===== config.mk =====
export PLATFORM = sky130hd
export DESIGN_NAME = pc_sequencer
export DESIGN_NICKNAME = d
export VERILOG_FILES = /design/src/rtl/pc_seq_pkg.sv /design/src/rtl/ret_stack.sv /design/src/rtl/pc_sequencer.sv
export SDC_FILE = /design/constraint.sdc
export NUM_CORES = 1
export LEC_CHECK = 0
export CAP_MARGIN = 20
export CORE_AREA = 5 5 253 255
export CTS_BUF_LIST = sky130_fd_sc_hd__clkbuf_4 sky130_fd_sc_hd__clkbuf_8
export CTS_CLUSTER_DIAMETER = 50
export CTS_CLUSTER_SIZE = 28
export DETAILED_ROUTE_END_ITERATION = 10
export DIE_AREA = 0 0 258 260
export PLACE_DENSITY = 0.45
export REMOVE_ABC_BUFFERS = 1
export SYNTH_ARGS = -nofsm -noshare
export SYNTH_HDL_FRONTEND = slang
export SYNTH_HIERARCHICAL = 1
export SYNTH_SLANG_ARGS = --single-unit
export TNS_END_PERCENT = 50

===== constraint.sdc =====
create_clock -name clk -period 4 [get_ports clk]
set_clock_uncertainty 0.15 [all_clocks]
set_input_delay 0.6 -clock clk [delete_from_list [all_inputs] [get_ports clk]]
set_output_delay 0.6 -clock clk [all_outputs]
set_load 0.05 [all_outputs]

===== src/rtl/pc_seq_pkg.sv =====
// Shared definitions for the program-counter sequencer.
// Holds the op encoding used by the sequencer and its bench.
package pc_seq_pkg;

    localparam int OP_W = 3;

    localparam logic [OP_W-1:0] OP_NEXT   = 3'd0;
    localparam logic [OP_W-1:0] OP_JUMP   = 3'd1;
    localparam logic [OP_W-1:0] OP_BRANCH = 3'd2;
    localparam logic [OP_W-1:0] OP_CALL   = 3'd3;
    localparam logic [OP_W-1:0] OP_RETURN = 3'd4;

endpackage


===== src/rtl/ret_stack.sv =====
// LIFO return-address stack with an occupancy count.
// Pushes while full and pops while empty are ignored.
module ret_stack #(
    parameter int WIDTH = 32,
    parameter int DEPTH = 8
) (
    input  logic                     clk_i,
    input  logic                     rst_ni,
    input  logic                     push_i,
    input  logic                     pop_i,
    input  logic [WIDTH-1:0]         din_i,
    output logic [WIDTH-1:0]         dout_o,
    output logic                     full_o,
    output logic                     empty_o,
    output logic [$clog2(DEPTH):0]   count_o
);

    localparam int AW = $clog2(DEPTH);

    logic [WIDTH-1:0] mem_q [DEPTH];
    logic [AW:0]      count_q;
    logic [AW:0]      count_d;
    logic [AW-1:0]    topIdx;
    logic             doPush;
    logic             doPop;

    assign full_o  = (count_q == (AW+1)'(DEPTH));
    assign empty_o = (count_q == '0);
    assign count_o = count_q;

    // Push takes priority so a simultaneous request never moves the count twice.
    assign doPush = push_i && !full_o;
    assign doPop  = pop_i && !empty_o && !push_i;

    assign topIdx = count_q[AW-1:0] - AW'(1);
    assign dout_o = mem_q[topIdx];

    always_comb begin
        count_d = count_q;
        if (doPush) begin
            count_d = count_q + (AW+1)'(1);
        end else if (doPop) begin
            count_d = count_q - (AW+1)'(1);
        end
    end

    always_ff @(posedge clk_i or negedge rst_ni) begin
        if (!rst_ni) begin
            count_q <= '0;
        end else begin
            count_q <= count_d;
        end
    end

    // Storage is left uninitialised; only entries below the count are ever read.
    always_ff @(posedge clk_i) begin
        if (doPush) begin
            mem_q[count_q[AW-1:0]] <= din_i;
        end
    end

endmodule


===== src/rtl/pc_sequencer.sv =====
// Registered program counter with stride advance, jump, relative branch
// and call/return through an internal return-address stack.
module pc_sequencer
    import pc_seq_pkg::*;
#(
    parameter int               WIDTH       = 32,
    parameter logic [WIDTH-1:0] STEP        = WIDTH'(1),
    parameter logic [WIDTH-1:0] RESET_PC    = '0,
    parameter int               STACK_DEPTH = 8
) (
    input  logic              clk,
    input  logic              rst_n,
    input  logic              en,
    input  logic              stall,
    input  logic [OP_W-1:0]   op,
    input  logic              branch_taken,
    input  logic [WIDTH-1:0]  target,
    input  logic [WIDTH-1:0]  offset,
    input  logic              clr_err,
    output logic [WIDTH-1:0]  pc,
    output logic [WIDTH-1:0]  pc_plus_step,
    output logic              stack_empty,
    output logic              stack_full,
    output logic              overflow_err,
    output logic              underflow_err
);

    localparam int CW = $clog2(STACK_DEPTH) + 1;

    logic [WIDTH-1:0] pc_q;
    logic [WIDTH-1:0] pc_d;
    logic             ovfErr_q;
    logic             ovfErr_d;
    logic             unfErr_q;
    logic             unfErr_d;

    logic             execute;
    logic             stackPush;
    logic             stackPop;
    logic             setOvf;
    logic             setUnf;
    logic [WIDTH-1:0] stackTop;
    logic             stackIsFull;
    logic             stackIsEmpty;
    logic [CW-1:0]    stackCount;

    ret_stack #(
        .WIDTH (WIDTH),
        .DEPTH (STACK_DEPTH)
    ) u_ret_stack (
        .clk_i   (clk),
        .rst_ni  (rst_n),
        .push_i  (stackPush),
        .pop_i   (stackPop),
        .din_i   (pc_plus_step),
        .dout_o  (stackTop),
        .full_o  (stackIsFull),
        .empty_o (stackIsEmpty),
        .count_o (stackCount)
    );

    assign execute       = en && !stall;
    assign pc            = pc_q;
    assign pc_plus_step  = pc_q + STEP;
    assign stack_empty   = (stackCount == '0);
    assign stack_full    = (stackCount == CW'(STACK_DEPTH));
    assign overflow_err  = ovfErr_q;
    assign underflow_err = unfErr_q;

    // A CALL on a full stack or RETURN on an empty one degrades to NEXT and flags it.
    always_comb begin
        pc_d      = pc_q;
        stackPush = 1'b0;
        stackPop  = 1'b0;
        setOvf    = 1'b0;
        setUnf    = 1'b0;
        if (execute) begin
            case (op)
                OP_JUMP: pc_d = target;
                OP_BRANCH: pc_d = branch_taken ? (pc_q + offset) : pc_plus_step;
                OP_CALL: begin
                    if (!stackIsFull) begin
                        stackPush = 1'b1;
                        pc_d      = target;
                    end else begin
                        setOvf = 1'b1;
                        pc_d   = pc_plus_step;
                    end
                end
                OP_RETURN: begin
                    if (!stackIsEmpty) begin
                        stackPop = 1'b1;
                        pc_d     = stackTop;
                    end else begin
                        setUnf = 1'b1;
                        pc_d   = pc_plus_step;
                    end
                end
                default: pc_d = pc_plus_step;
            endcase
        end
        ovfErr_d = setOvf || (ovfErr_q && !clr_err);
        unfErr_d = setUnf || (unfErr_q && !clr_err);
    end

    always_ff @(posedge clk or negedge rst_n) begin
        if (!rst_n) begin
            pc_q     <= RESET_PC;
            ovfErr_q <= 1'b0;
            unfErr_q <= 1'b0;
        end else begin
            pc_q     <= pc_d;
            ovfErr_q <= ovfErr_d;
            unfErr_q <= unfErr_d;
        end
    end

endmodule

==> results of run 1 <==
-- flip-flops by register name, summed over array words and instances (netlist names) --
register / cells
pc: 32
overflow_err: 1
u_ret_stack/mem_q: 256
u_ret_stack/count_o: 4
underflow_err: 1
-- final cells by class --
type                    count  area, sq um
flip-flops and latches    294         8640
inverters                  19         71.3
fillers                  6135        43000
clock buffers              41          552
well taps                 790          988
clock inverters            23          251
multi-input cells         642         5700
repair buffers            200         2120
-- where the power goes --
group / switching [uW] / internal [uW] / total [uW]
clock: 1290 / 1080 / 2370
sequential: 302 / 3800 / 4100
combinational: 3720 / 2870 / 6590
-- routing by layer --
metal / track usage / vias up / wire length [um]
met5: 0 / - / 0
met4: 0.0338 / 0 / 1060
met3: 0.0324 / 59 / 2790
met2: 0.222 / 257 / 22000
met1: 0.194 / 4955 / 21800
li1: - / 4364 / -
-- layout by cell type, fill, tap and decap left out, types with 6 or more instances in the layout --
cell             instances
a211o_1                  6
a211oi_1                 8
a21o_1                  12
a21oi_1                 60
a221o_1                 16
a221oi_1                22
a31oi_1                 17
and3_1                  10
buf_12                  26
buf_4                   56
clkbuf_8                39
clkdlybuf4s50_1        115
dfrtp_1                 35
edfxtp_1               256
ha_1                    34
inv_1                   19
mux2_2                  14
mux2_4                  20
mux4_1                   6
mux4_2                  59
nand2_1                 63
nand2b_1                 6
nand3_1                 27
nand4_1                  7
nor2_1                  62
nor2_4                   9
nor2b_1                  6
nor3_1                  11
o21ai_0                 27
xnor2_1                 35
xor2_1                  17
-- per-stage QoR --
step                area (sq um)   util
detailed placement         17500  0.285
floorplan                  14300      -
global route               18300  0.299
CTS                        18300  0.298
finish                     18300  0.299
global placement           17500  0.285
-- timing repair --
| action | CTS | global route |
|---|---|---|
| gates resized for setup | 3 | 10 |
| pin swaps | 0 | 0 |
| setup buffers | 0 | 0 |
| setup endpoints to repair | 8 | 9 |
| endpoints found under the hold margin | 21 | 0 |
| hold buffers | 1 | 0 |
-- worst reg2reg max path: cells and delay by family (launching register included) --
family | cells | cell delay [ns]
multiplexers | 1 | 0.23
flip-flops | 1 | 0.42
AND/OR/NAND/NOR | 1 | 0.28
adder cells (fa/ha/maj) | 2 | 0.63
buffers and inverters | 1 | 0.18
AO/OA/AOI/OAI | 6 | 1.42
-- cells by family (layout without fill, tap and decap cells) --
kind of cell               after synthesis  after routing
AOI/OAI and AO/OA                      208            208
xor gates and xnor gates                56             56
adders and majority gates               37             37
buffers and inverters                   74            283
DFF                                    294            294
muxes                                  101            101
and+or+nand+nor                        240            240
-- worst min-delay path by stage --
stage,from,to,slack [ns],cells after the start
floorplan,rst_n,overflow_err,0.15,0
global placement,underflow_err,underflow_err,0.37,2
detailed placement,overflow_err,overflow_err,0.39,2
CTS,overflow_err,overflow_err,0.40,2
global route,overflow_err,overflow_err,0.42,2
finish,overflow_err,overflow_err,0.40,2
==> metrics.csv, run 1 <==
metric;value;unit
Critical Path, Cell by Cell;and4_2 > nand4_2 > nor2_1 > nand2_1 > xnor2_1 > buf_12;
Port Buffers;140;
fraction of layout cells with a size suffix above 1;0.228;
Setup crit end;pc_plus_step[19];
slew margin rel.;0.412;
total negative setup slack;0;ns
Mean Syn Cell Area;14.4;sq um
WHS;0.402;ns
outcome;complete, no violations;
P&R area growth vs syn;25.9;%
first-pass GRT wire length;69600;um
worst skew pair latency;0.59;ns
period utilization;0.959;
ys async rst share;0.129;
CP Launch Type;flip-flop;
antenna violations before repair;0;
pin count of the biggest net entering global routing;71;
Placer Congestion;0.836;
Cell Pwr Density;713;mW/mm^2
Hold WC Path Type;reg2reg;
RSZ-0062 raised after global routing;true;
measured slew at the worst slew-check pin;0.876;ns
WS Path Type;reg2out;
Worst path depth;6;
worst r2r src;pc[0];
CTS buffer count;36;
vias in the first global route;10003;
clk slew on worst S/H paths;0.09;ns
R2R Setup Slk;0.57;ns
crit path max fanout;7;
Top FF cell, synth;edfxtp_1;
hpwl dp;31500;um
Slowest-stage cell, CP;xnor2_1;
grt ovf;0;
TritonCTS clock tree;done;
Max-cap violations;0;
All-Layer GR Usage;0.140;
main combinational cell family by area after synthesis;multiplexers;
H-Tree Depth;2;
Synth Area in Compound Gates;0.0996;
WP data arrival;3.09;ns
overall die area;0.0671;sq mm
IO Pins;141;
worst reg2reg path depth;11;
post-synth top area share;0.528;
first-pass iteration count of the detailed router;7;
Leak Pwr;0.00622;uW
height of the die;260;um
Seq cells post-synth;294;
Max clock buf depth;3;
number of synthesized flops with an enable pin;256;
root buf cell;clkbuf_8;
post-synthesis cell type count;73;
synth warn;6;
Synth Area in Adders;0.0328;
Crit. Startpoint;pc[3];
worst vdd ir;0.000459;V
final net count;1303;
Final Max Slew Viols;0;
Mapped Cells;1010;
Setup Slack @ Placement;0.135;ns
Synth area leaders;edfxtp_1, mux4_2, dfrtp_1;
Synth Cell Area;0.0146;sq mm
CP Capture Type;primary output;
Via Count;9635;
Yosys top cell by area;edfxtp_1;
antenna-violating nets left;0;
Hold Fails Final Rpt;0;
mux cell area share after synthesis;0.135;
Antenna Cells;0;
Row Count;91;
DR iter-0 viols;679;
Largest stage delay, worst path;0.64;ns
final WL;47600;um
placed insts;1944;
Worst path top cell family by delay;simple AND/OR/NAND/NOR gates;
Die W;258;um
post-synthesis xor/xnor area fraction;0.0337;
Buf/Inv on CP;1;
# DRC;0;
Seq/Total Area, Yosys;0.593;
most common cell in the synthesized netlist;edfxtp_1;
Max Fclk;261;MHz
worst path setup slack after routing;0.163;ns
Post-Synth Simple-Gate Area;0.0802;
Post-synth top cells;edfxtp_1, nor2_1, nand2_1, a21oi_1, mux4_2;
capturing point of the worst reg2reg path;pc[30];
Total Power;13100;uW
initial core utilization;0.237;
# setup viols final;0;
clock sinks;294;
crit path time final;3.84;ns
Routed wire per std cell;23.7;um
Critical Path RT;3.25;ns
final cell count without fillers;2009;
Core ar.;0.0614;sq mm
vias per inst;4.80;
No activity file was read; power rests on OpenSTA's default activity.
==> run 2: changes to the inputs <==
Settings changed: CORE_AREA 5 5 253 255 to 5 5 171 173, DIE_AREA 0 0 258 260 to 0 0 176 178, PLACE_DENSITY 0.45 to 0.82.
==> run 2 against run 1 <==
- combinational power decreased by 2%
- flip-flop and latch count did not move
- via count grew 2.5%
- critical path type unchanged
- largest cell class unchanged
==> metrics.csv, run 2 (synthesis results as in run 1) <==
metric;value;unit;change
commonest non-fill, non-tap cells in the layout;edfxtp_1, clkdlybuf4s50_1, nand2_1, buf_4, nor2_1;;
fraction of layout cells with a size suffix above 1;0.219;;-0.00879
Routed wire per std cell;24.7;um;+4.3%
Critical Path RT;3.25;ns;about the same
Hold WC Path Type;in2async;;
Setup Slack @ Placement;0.280;ns;+0.145 ns
clock group share of total power;0.162;;-0.020
Slowest-stage cell, CP;dfrtp_1;;
Row Count;61;;-33%
Largest register FFs;256;;unchanged
CP Capture Type;primary output;;
Max-cap violations;0;;unchanged
root buf cell;clkbuf_8;;
period utilization;0.970;;+0.0108
first-pass GRT wire length;58100;um;-17%
IO Pins;141;;unchanged
Finished Cell Area;0.0175;sq mm;-4.5%
DP Area;0.0168;sq mm;-4.0%
slew margin rel.;0.394;;-0.0185
final core utilization;0.637;;+0.339
hpwl dp;25800;um;-18%
Placer Congestion;0.940;;+12%
Via Count;9872;;+2.5%
Post-CTS Setup Inserts;0;;unchanged
worst path setup slack after routing;0.119;ns;-0.0431 ns
final net count;1294;;-0.69%
antenna violations before repair;0;;unchanged
clk slew on worst S/H paths;0.12;ns;+0.03 ns
crit path max fanout;5;;-2
Final Max Slew Viols;0;;unchanged
Sw Ratio;0.404;;-0.00297
WS Path Type;reg2out;;
CP Launch Type;flip-flop;;
most common cell after layout, fill and taps aside;edfxtp_1;;
All-Layer GR Usage;0.241;;+0.102
antenna-violating nets left;0;;unchanged
worst skew pair latency;0.60;ns;about the same
vias per inst;6.37;;+33%
DR iter-0 viols;1021;;+50%
final WL;38400;um;-20%
sw power;5090;uW;-4.3%
H-Tree Depth;1;;-1
final cell count without fillers;1550;;-23%
placed insts;1500;;-23%
P&R area growth vs syn;20.2;%;
internal power;7510;uW;-3.1%
WHS;0.205;ns;-0.198 ns
filler instances;2005;;-67%
Largest stage delay, worst path;0.47;ns;-0.17 ns
Buf/Inv on CP;2;;+1
initial core utilization;0.530;;+0.293
Max clock buf depth;3;;unchanged
Worst path top cell family by delay;simple AND/OR/NAND/NOR gates;;
height of the die;178;um;-32%
Antenna Cells;0;;unchanged
Max Fclk;258;MHz;-1.1%
Flop pwr share;0.325;;+0.011
Gate power share;0.513;;+0.009
Core ar.;0.0275;sq mm;-55%
vias in the first global route;9933;;-0.70%
Critical Path, Cell by Cell;and4_1 > nand4_2 > buf_4 > or2_2 > nor2_2 > nand3_1 > xnor2_2 > buf_12;;
Leak Pwr;0.00612;uW;-1.7%
CTS buffer count;26;;-28%
clock sinks;294;;unchanged
first-pass iteration count of the detailed router;5;;-2
Die W;176;um;-32%
TritonCTS clock tree;done;;
grt ovf;0;;unchanged
outcome;complete, no violations;;
worst vdd ir;0.000379;V;-17%
measured slew at the worst slew-check pin;0.903;ns;+0.0275 ns
# setup viols final;0;;unchanged
Cell Pwr Density;719;mW/mm^2;+0.94%
pin count of the biggest net entering global routing;71;;unchanged
WP data arrival;3.13;ns;+0.04 ns
Hold Fails Final Rpt;0;;unchanged
crit path time final;3.88;ns;+0.0431 ns
overall die area;0.0313;sq mm;-53%
Port Buffers;140;;unchanged
# DRC;0;;unchanged
run 2: layout make-up:
class	count	area [sq um]	area share
clock buffers	27	372	0.0212
clock inverters	21	265	0.0151
inverters	19	71.3	0.00407
multi-input cells	642	5720	0.327
flip-flops and latches	294	8640	0.494
well taps	346	433	0.0247
repair buffers	201	2010	0.115
run 2: repair_timing:
item	CTS	global route
endpoints found under the hold margin	0	38
endpoints found under the setup margin	6	15
gates resized for setup	5	12
cloned	0	0
hold buffers	0	1
run 2: metal layers:
layer	GRT usage	vias to the layer above	routed length, um
met5	0	-	0
met4	0.0640	0	876
met3	0.0530	60	3590
met2	0.397	508	18700
met1	0.331	4964	15200
li1	-	4340	-
run 2: final timing paths:
check / cells past startpoint / end / slack (ns) / start
max in group asynchronous: 3 / pc[16] / 3.03 / rst_n
min: 2 / u_ret_stack/count_o[3] / 0.20 / rst_n
min reg2reg: 2 / underflow_err / 0.39 / underflow_err
min in group clk: 2 / underflow_err / 0.39 / underflow_err
max reg2reg: 11 / pc[26] / 0.27 / u_ret_stack/count_o[1]
max: 8 / pc_plus_step[29] / 0.12 / pc[8]
run 2: power groups by stage:
stage	combinational [uW]	sequential (uW)	clock (uW)
finish	6460	4090	2050
global placement	6260	4130	0
CTS	6410	4070	2080
detailed placement	6370	4140	0
global route	6850	4110	2200
floorplan	3940	4630	0
run 2: metrics by stage:
stage	TNS, ns	power (uW)
floorplan	-645.58	8570
global placement	0	10400
detailed placement	0	10500
CTS	-0.00241	12600
global route	-0.0386	13200
finish	0	12600
